$ cat config.mk
export PLATFORM = sky130hd
export DESIGN_NAME = pc_unit_flat
export DESIGN_NICKNAME = d
export VERILOG_FILES = /design/src/rtl/pc_unit_if.sv /design/src/rtl/pc_unit.sv /design/src/flat_wrapper.sv
export SDC_FILE = /design/constraint.sdc
export NUM_CORES = 1
export LEC_CHECK = 0
export CELL_PAD_IN_SITES_DETAIL_PLACEMENT = 1
export CELL_PAD_IN_SITES_GLOBAL_PLACEMENT = 2
export CORE_UTILIZATION = 30
export CTS_CLUSTER_DIAMETER = 120
export DETAILED_ROUTE_END_ITERATION = 10
export PLACE_DENSITY = 0.75
export SLEW_MARGIN = 20
export SYNTH_ARGS = -nofsm -noshare
export SYNTH_HDL_FRONTEND = slang
export SYNTH_SLANG_ARGS = --single-unit
$ cat constraint.sdc
create_clock -name clk -period 3.9 [get_ports clk]
set_clock_uncertainty 0.05 [all_clocks]
set_input_delay 0.585 -clock clk [delete_from_list [all_inputs] [get_ports clk]]
set_output_delay 0.585 -clock clk [all_outputs]
set_load 0.02 [all_outputs]
$ cat src/rtl/pc_unit_if.sv
// Bus between the fetch-control logic and the program-counter unit.
// The master drives the next-PC requests; the slave (pc_unit) returns PC, EPC and RAS state.
interface pc_unit_if #(
  parameter int WIDTH = 32
);
  logic             stall;
  logic             exc;
  logic [WIDTH-1:0] exc_pc;
  logic             eret;
  logic             br_taken;
  logic [WIDTH-1:0] br_target;
  logic             jr;
  logic [WIDTH-1:0] jr_target;
  logic             jr_is_ra;
  logic             jump;
  logic             jal;
  logic [25:0]      jump_idx;

  logic [WIDTH-1:0] pc;
  logic [WIDTH-1:0] pc_plus4;
  logic [WIDTH-1:0] epc;
  logic [WIDTH-1:0] ras_top;
  logic             ras_empty;
  logic             ras_full;
  logic             ras_ovf;
  logic             ras_unf;

  modport master (
    output stall, exc, exc_pc, eret, br_taken, br_target,
           jr, jr_target, jr_is_ra, jump, jal, jump_idx,
    input  pc, pc_plus4, epc, ras_top, ras_empty, ras_full, ras_ovf, ras_unf
  );

  modport slave (
    input  stall, exc, exc_pc, eret, br_taken, br_target,
           jr, jr_target, jr_is_ra, jump, jal, jump_idx,
    output pc, pc_plus4, epc, ras_top, ras_empty, ras_full, ras_ovf, ras_unf
  );
endinterface

$ cat src/rtl/pc_unit.sv
// Program-counter unit: prioritised next-PC selection, EPC capture and a
// circular return-address stack predicting jal / jr $31 pairs.
module pc_unit #(
  parameter int               WIDTH     = 32,
  parameter logic [WIDTH-1:0] RESET_VEC = WIDTH'(32'h0000_3000),
  parameter logic [WIDTH-1:0] EXC_VEC   = WIDTH'(32'h0000_4180),
  parameter int               RAS_DEPTH = 4
) (
  input  logic       clk,
  input  logic       rst,
  pc_unit_if.slave   bus
);

  localparam int PW = $clog2(RAS_DEPTH);
  localparam int CW = $clog2(RAS_DEPTH + 1);

  typedef enum logic [2:0] {
    SRC_EXC,
    SRC_HOLD,
    SRC_ERET,
    SRC_BR,
    SRC_JR,
    SRC_JUMP,
    SRC_SEQ
  } src_e;

  src_e             src;
  logic [WIDTH-1:0] pc_q;
  logic [WIDTH-1:0] epc_q;
  logic [WIDTH-1:0] pc_next;
  logic [WIDTH-1:0] pc_plus4;
  logic [WIDTH-1:0] jump_target;
  logic             push;
  logic             pop;

  logic [WIDTH-1:0] ras_mem [RAS_DEPTH];
  logic [PW-1:0]    ptr;
  logic [CW-1:0]    count;
  logic             ras_empty;
  logic             ras_full;
  logic             ovf_q;
  logic             unf_q;

  assign pc_plus4 = pc_q + WIDTH'(4);

  // Absolute jumps keep the upper segment bits of the current PC when there are any.
  if (WIDTH > 28) begin : g_seg
    assign jump_target = {pc_q[WIDTH-1:28], bus.jump_idx, 2'b00};
  end else begin : g_noseg
    assign jump_target = {bus.jump_idx, 2'b00};
  end

  always_comb begin
    src = SRC_SEQ;
    if (bus.exc)           src = SRC_EXC;
    else if (bus.stall)    src = SRC_HOLD;
    else if (bus.eret)     src = SRC_ERET;
    else if (bus.br_taken) src = SRC_BR;
    else if (bus.jr)       src = SRC_JR;
    else if (bus.jump)     src = SRC_JUMP;
  end

  // Only the winning source produces side effects on the RAS.
  always_comb begin
    pc_next = pc_plus4;
    push    = 1'b0;
    pop     = 1'b0;
    case (src)
      SRC_EXC:  pc_next = EXC_VEC;
      SRC_HOLD: pc_next = pc_q;
      SRC_ERET: pc_next = epc_q;
      SRC_BR:   pc_next = bus.br_target;
      SRC_JR: begin
        pc_next = bus.jr_target;
        pop     = bus.jr_is_ra;
      end
      SRC_JUMP: begin
        pc_next = jump_target;
        push    = bus.jal;
      end
      default:  pc_next = pc_plus4;
    endcase
  end

  always_ff @(posedge clk or posedge rst) begin
    if (rst) begin
      pc_q  <= RESET_VEC;
      epc_q <= '0;
    end else begin
      pc_q <= pc_next;
      if (src == SRC_EXC) epc_q <= bus.exc_pc;
    end
  end

  assign ras_empty = (count == CW'(0));
  assign ras_full  = (count == CW'(RAS_DEPTH));

  // A push when full lands on the oldest slot, so the count saturates while ptr keeps wrapping.
  always_ff @(posedge clk or posedge rst) begin
    if (rst) begin
      ptr   <= '0;
      count <= '0;
      ovf_q <= 1'b0;
      unf_q <= 1'b0;
    end else if (push) begin
      ptr <= ptr + PW'(1);
      if (ras_full) ovf_q <= 1'b1;
      else          count <= count + CW'(1);
    end else if (pop) begin
      if (ras_empty) begin
        unf_q <= 1'b1;
      end else begin
        ptr   <= ptr - PW'(1);
        count <= count - CW'(1);
      end
    end
  end

  always_ff @(posedge clk) begin
    if (push) ras_mem[ptr] <= pc_plus4;
  end

  assign bus.pc        = pc_q;
  assign bus.pc_plus4  = pc_plus4;
  assign bus.epc       = epc_q;
  assign bus.ras_top   = ras_empty ? '0 : ras_mem[ptr - PW'(1)];
  assign bus.ras_empty = ras_empty;
  assign bus.ras_full  = ras_full;
  assign bus.ras_ovf   = ovf_q;
  assign bus.ras_unf   = unf_q;

endmodule

$ cat src/flat_wrapper.sv
// flat-port wrapper written by rule: the top's interface ports become plain ports
module pc_unit_flat 
#(
  parameter int               WIDTH     = 32,
  parameter logic [WIDTH-1:0] RESET_VEC = WIDTH'(32'h0000_3000),
  parameter logic [WIDTH-1:0] EXC_VEC   = WIDTH'(32'h0000_4180),
  parameter int               RAS_DEPTH = 4
)
  (clk, rst, bus_stall, bus_exc, bus_exc_pc, bus_eret, bus_br_taken, bus_br_target, bus_jr, bus_jr_target, bus_jr_is_ra, bus_jump, bus_jal, bus_jump_idx, bus_pc, bus_pc_plus4, bus_epc, bus_ras_top, bus_ras_empty, bus_ras_full, bus_ras_ovf, bus_ras_unf);
  pc_unit_if #(.WIDTH(WIDTH)) bus_i ();
  input  logic clk;
  input  logic rst;
  input wire logic [$bits(bus_i.stall)-1:0] bus_stall;
  input wire logic [$bits(bus_i.exc)-1:0] bus_exc;
  input wire logic [$bits(bus_i.exc_pc)-1:0] bus_exc_pc;
  input wire logic [$bits(bus_i.eret)-1:0] bus_eret;
  input wire logic [$bits(bus_i.br_taken)-1:0] bus_br_taken;
  input wire logic [$bits(bus_i.br_target)-1:0] bus_br_target;
  input wire logic [$bits(bus_i.jr)-1:0] bus_jr;
  input wire logic [$bits(bus_i.jr_target)-1:0] bus_jr_target;
  input wire logic [$bits(bus_i.jr_is_ra)-1:0] bus_jr_is_ra;
  input wire logic [$bits(bus_i.jump)-1:0] bus_jump;
  input wire logic [$bits(bus_i.jal)-1:0] bus_jal;
  input wire logic [$bits(bus_i.jump_idx)-1:0] bus_jump_idx;
  output wire logic [$bits(bus_i.pc)-1:0] bus_pc;
  output wire logic [$bits(bus_i.pc_plus4)-1:0] bus_pc_plus4;
  output wire logic [$bits(bus_i.epc)-1:0] bus_epc;
  output wire logic [$bits(bus_i.ras_top)-1:0] bus_ras_top;
  output wire logic [$bits(bus_i.ras_empty)-1:0] bus_ras_empty;
  output wire logic [$bits(bus_i.ras_full)-1:0] bus_ras_full;
  output wire logic [$bits(bus_i.ras_ovf)-1:0] bus_ras_ovf;
  output wire logic [$bits(bus_i.ras_unf)-1:0] bus_ras_unf;
  assign bus_i.stall = bus_stall;
  assign bus_i.exc = bus_exc;
  assign bus_i.exc_pc = bus_exc_pc;
  assign bus_i.eret = bus_eret;
  assign bus_i.br_taken = bus_br_taken;
  assign bus_i.br_target = bus_br_target;
  assign bus_i.jr = bus_jr;
  assign bus_i.jr_target = bus_jr_target;
  assign bus_i.jr_is_ra = bus_jr_is_ra;
  assign bus_i.jump = bus_jump;
  assign bus_i.jal = bus_jal;
  assign bus_i.jump_idx = bus_jump_idx;
  assign bus_pc = bus_i.pc;
  assign bus_pc_plus4 = bus_i.pc_plus4;
  assign bus_epc = bus_i.epc;
  assign bus_ras_top = bus_i.ras_top;
  assign bus_ras_empty = bus_i.ras_empty;
  assign bus_ras_full = bus_i.ras_full;
  assign bus_ras_ovf = bus_i.ras_ovf;
  assign bus_ras_unf = bus_i.ras_unf;
  pc_unit #(.WIDTH(WIDTH), .RESET_VEC(RESET_VEC), .EXC_VEC(EXC_VEC), .RAS_DEPTH(RAS_DEPTH)) u_core (.clk(clk), .rst(rst), .bus(bus_i));
endmodule
* Yosys cells after proc, flatten, opt, wreduce, memory -nomap -nowiden
Memories as Yosys holds them, arrays and structs flattened.
Cells that the tools add are included.
Widths: inputs -> output; s select.
** Storage, ports and cells
- Register bits :: 71
- RAM bits :: 128
- Input bits :: 132
- Output and inout port bits :: 132
- Memories kept :: 1
** Memories
- u_core.ras_mem :: words 4, bits a word 32, rd ports 1, clocked after Yosys merged registers in 0, write ports 1, line pc_unit.sv:36 : logic [WIDTH-1:0] ras_mem [RAS_DEPTH];
** Cells by class
- Add/sub/neg operators :: 5
- Equal/unequal tests :: 8
- Muxes and demuxes :: 19
- Bitwise logic cells :: 3
- Reductions and logical operators :: 8
** Operators with widths (count)
- $pmux 32 s6 :: 1
- $add 32x3->32 const B :: 1
- $mux 32 :: 1
- $mux 3 :: 9
- $eq 3x3->1 const B :: 3
- $mux 2 :: 4
- $eq 3x2->1 const B :: 2
- $logic_not 3->1 :: 2
- $reduce_and 2->1 :: 3
- $reduce_and 3->1 :: 2
- $mux 1 :: 4
- $add 3x1->3 const B :: 1
- $eq 3x1->1 const B :: 1
- $not 1->1 :: 3
- $sub 3x1->3 const B :: 1
- $add 2x1->2 const B :: 1
- $ne 2x1->1 const B :: 1
- $ne 2x2->1 const B :: 1
- $reduce_bool 2->1 :: 1
- $sub 2x1->2 const B :: 1

* Depth between registers and ports, before layout
Gate-level depths: netlist of run 1.
- Word-level depth :: 10
- Mapped depth :: 9
- Mapped depth without buffers :: 8

* Worst setup path before layout of run 1
Ideal clock, no wire load.
- Kind :: reg-to-output
- From :: register u_core.ptr[0]
- To :: output port bus_ras_top[13]
- Arrival :: 2790 ps
- Slack :: 475 ps
- Stages on the path, launching flop included :: 9
- Buffers on the path :: 4
- Path through :: dfrtp_1 -> clkbuf_1 -> buf_1 -> inv_1 -> ha_1 -> clkbuf_1 -> buf_1 -> mux4_2 -> nor2b_1
** Between the ends
- Longest elaborated chain between the ends :: 3
** Ends and longest elaborated chain
- start, declared :: line pc_unit.sv:37 : logic [PW-1:0] ptr;
- start signal, assigned :: line pc_unit.sv:106 : ptr <= ptr + PW'(1);
- start signal, assigned :: line pc_unit.sv:113 : ptr <= ptr - PW'(1);
- $sub 2x1->2 :: line pc_unit.sv:126 : assign bus.ras_top = ras_empty ? '0 : ras_mem[ptr - PW'(1)];
- $mem_v2 4x32
- $mux 32 :: line pc_unit.sv:126
- end, declared :: line flat_wrapper.sv:28 : output wire logic [$bits(bus_i.ras_top)-1:0] bus_ras_top;
Every way passes these cells.

* Final worst setup path of run 1
- From :: register u_core.pc_q[19], in the netlist u_core.bus.pc[19]
- To :: output port bus_pc_plus4[29]
** Between the ends
- Longest elaborated chain between the ends :: 1
** Ends and longest elaborated chain
- start, declared :: line pc_unit.sv:28 : logic [WIDTH-1:0] pc_q;
- start signal, assigned :: line pc_unit.sv:90 : pc_q <= pc_next;
- $add 32x3->32 :: line pc_unit.sv:44 : assign pc_plus4 = pc_q + WIDTH'(4);
- end, declared :: line flat_wrapper.sv:26 : output wire logic [$bits(bus_i.pc_plus4)-1:0] bus_pc_plus4;
Every way passes these cells.

==> impl.org, run 1 <==
** Run status
- The flow ran to the end, but the final reports show violations.
- Violated checks :: DRC

** Worst setup path
- Max incr delay on CP :: approximately 0.7 ns
- Setup crit end kind :: primary output
- Critical path start-end classification :: reg2out
- The critical path goes through nand3_2 > or4_4 > nor4_4 > xnor2_1 > clkdlybuf4s50_1.
- In this run the worst path has a maximum fanout of 8.
- Together, buffers and inverters on the worst path number 1.
- Data arrives at the worst endpoint at ~3.1 ns.
- Endpoint required time on the critical path :: between 3 and 4 ns
- The cell family contributing the most delay on the critical path is simple AND/OR/NAND/NOR gates.
- Startpoint Class :: flop
- Among all stages on the critical path, the largest delay is contributed by clkdlybuf4s50_1.

** Min path
- The path class of the tightest hold or removal check is reg2reg.

** Die
- # IOs :: 264
- Die Footprint :: 32200 µm²
- Height of the die :: around 180 µm
- The region available for standard cell placement spans around 31000 µm².
- The initialized floorplan defines 64 standard-cell rows.
- For this configuration, the core starts out at a cell density of between 30% and 40%.
- From left edge to right edge, the die measures 180 µm.

** Global route
- All-Layer GR Usage :: between 20% and 30%
- Maximum number of pins on one net before global-route repair :: 40
- Initial antenna violation count :: 2
- M3 GR Usage :: around 5%
- The first global-routing pass estimated 49500 µm of wire.
- For this run, global-route usage on met1 was measured as about a quarter.
- The number of global-route vias before repair came to ~7.7k.
- Global routing used roughly a third of the available met2 tracks.
- For this run the aggregate overflow at the end of global routing stands at 0.
- met2 is the most crowded layer.

** Synthesis
- Summing the sequential cell areas from Yosys gives between 50% and 60% of the chip area.
- Net count after synthesis :: around 840
- Post-Syn Area :: approximately 9500 µm²
- The most used flip-flop cell after synthesis is edfxtp_1.
- Counting flops and latches in the post-synthesis netlist gives 199.
- Gate count of the mapped netlist :: approximately 700
- Post-synthesis cell type count :: 62
- Proportion of register bits with asynchronous set or reset after synthesis :: 35.7%
- Counting flops with a built-in enable in the synthesized netlist gives about 130.
- Avg Synthesized Cell Area :: 13.6 µm²
- Warnings from Yosys :: 0

** Timing
- Counting I/O delays and the setup requirement, the final critical path takes 3.72 ns.
- Unrepaired setup endpoints after global routing :: no
- Setup total negative slack on the finished layout was measured at 0 ns.
- For the pin with the worst max-slew slack, the measured transition is around 0.76 ns.
- The final count of hold timing violations came to 0.
- Number of pins exceeding their max-slew limit in the final report :: 0
- Top achievable clock speed :: roughly 0.27 GHz
- In the finished design, the share of the clock period the worst path needs comes to around 95%.
- Setup violators final :: 0
- Headroom to the max-slew limit came out at around half.

** Clock tree
- The tree is rooted in a clkbuf_16.
- CTS Buf Count :: 17
- The later pin in the worst-skew pair is clocked with a latency of between 0.4 and 0.5 ns.
- Largest buffer count on any clock path :: 2
- Post-cts hold buffer count :: 0
- After clock tree synthesis, the clock-pin slew on the worst setup and hold paths is about 0.08 ns.
- H-Tree Level Count :: 4
- The clock net in this run drives a total of slightly below 200 sinks.
- TritonCTS built the clock tree.

** Cells and area
- The library cell used most frequently in the layout, excluding fill and tap cells, is clkdlybuf4s50_1.
- Post-route cell area :: ~13000 µm²
- Ratio of cells with drive above 1 in the final layout :: between 10% and 20%
- At the end of the flow, the number of nets in the layout was around 1.1k.
- In the layout the commonest cells are clkdlybuf4s50_1, edfxtp_1, dfrtp_1.
- The area growth from synthesis to layout is 40.9%.

** Power and ir drop
- Leakage :: 4.80 nW
- IR analysis of the VDD net gives a maximum drop of around 0.34 mV.
- In this run the power density over the cells is roughly 530 nW/µm².

** Run
- Max-cap violations in this run came to 0.

** Routing
- Dividing the detail-routed wire length by the instance count gives 23.9 µm.
- After the first detailed-routing iteration, the DRC count stood at 410.
- Detailed-route via count :: 7091
- For this block, the routed nets add up to 32700 µm of wire.
- Antenna Violating Nets Remaining :: 0
- Detailed-route DRC error count :: 13
- 1st-pass router iterations :: 7
- After detailed routing, the number of vias per cell comes to 5.18.

** Placement
- Input and output buffers added on the ports amount to about 260.
- Once placement finished, the instance area stood at ~13000 µm².
- The HPWL after detailed placement is 24700 µm.
- RD Place Congestion :: roughly 0.87
[Yosys cell counts (12+ instances only)]
cell type	n	area, µm²
mux2_2	33	372
nor2b_1	38	238
a21oi_1	23	115
and3_1	13	81.3
mux4_2	32	721
nor3_1	16	80.1
xnor2_1	23	201
edfxtp_1	128	3840
nand3_1	12	60.1
dfrtp_1	69	1730
clkbuf_1	35	131
a22oi_1	27	203
nand2_1	29	109
o21ai_0	36	180
nor2_1	27	101
a221oi_1	16	140
[cells by family (layout without fill, tap and decap cells)]
| group | Yosys count | in the layout | share of synthesized area [%] |
|---|---|---|---|
| DFF | 199 | 199 | 59.4 |
| other | 0 | 1 | 0 |
| buffers and inverters | 61 | 336 | 2.54 |
| xor gates and xnor gates | 31 | 31 | 2.87 |
| and+or+nand+nor | 170 | 170 | 10.2 |
| adders and majority gates | 6 | 6 | 0.794 |
| AOI/OAI and AO/OA | 159 | 159 | 11.9 |
| muxes | 72 | 72 | 12.3 |
[where the power goes]
part	internal (mW)	switching (mW)	leakage, nW
Sequential	2.38	0.135	2.02
Combinational	1.44	1.43	2.49
Clock	0.851	0.865	0.279
Total	4.67	2.43	4.80
[metrics by stage]
step / setup slack [ns] / instances / hold WS [ns] / total power [mW] / util (%)
after floorplan: 0.475 / 698 / 0.424 / 4.16 / -
after global placement: 0.391 / 1336 / 0.410 / 5.44 / 41.1
after detailed placement: 0.333 / 1336 / 0.409 / 5.50 / 41.1
after CTS: 0.0319 / 1369 / 0.432 / 7.22 / 43.0
after global routing: 0.00285 / 1370 / 0.456 / 7.43 / 43.2
final: 0.182 / 1370 / 0.424 / 7.09 / 43.2
[repair_timing]
action / in CTS / in global routing
pin swaps: 1 / 0
setup buffers: 1 / 0
endpoints found under the hold margin: 0 / 0
endpoints found under the setup margin: 4 / 9
resized for setup: 6 / 12
[layer usage]
| metal | routed length (µm) | vias to the layer above |
|---|---|---|
| li1 | - | 3248 |
| met1 | 14200 | 3583 |
| met2 | 15900 | 235 |
| met3 | 2010 | 25 |
| met4 | 591 | 0 |
| met5 | 0 | - |
[registers in the layout, indices dropped and copies added (netlist names)]
name and count:
u_core.bus.ras_unf 1, u_core.ras_mem 128, u_core.bus.pc 32, u_core.ptr 2, u_core.bus.ras_ovf 1, u_core.count 3, u_core.bus.epc 32
[worst paths after layout]
check | depth (start not counted) | from | slack [ns] | endpoint
min reg2reg | 1 | u_core.bus.ras_ovf | 0.42 | u_core.bus.ras_ovf
max reg2reg | 6 | u_core.bus.pc[2] | 1.41 | u_core.ras_mem[3][20]
min | 1 | u_core.bus.ras_ovf | 0.42 | u_core.bus.ras_ovf
max | 5 | u_core.bus.pc[19] | 0.18 | bus_pc_plus4[29]
min in group asynchronous | 2 | rst | 0.54 | u_core.bus.epc[7]
max in group asynchronous | 3 | rst | 2.48 | u_core.bus.pc[13]
[final cells by class]
class | count | area, µm²
diodes | 1 | 2.50
clock buffers | 18 | 429
clock inverters | 14 | 129
fillers | 3204 | 17500
inverters | 10 | 37.5
multi-input cells | 438 | 3690
flip-flops and latches | 199 | 5620
well taps | 396 | 495
repair buffers | 294 | 2920
Power figures use the tool's default switching activity.
==> run 2: changes to the inputs <==
- ABC_CLOCK_PERIOD_IN_PS: not set -> 3900
==> results of run 2 <==
The final DEF is identical to that of run 1; final timing and power are the same.
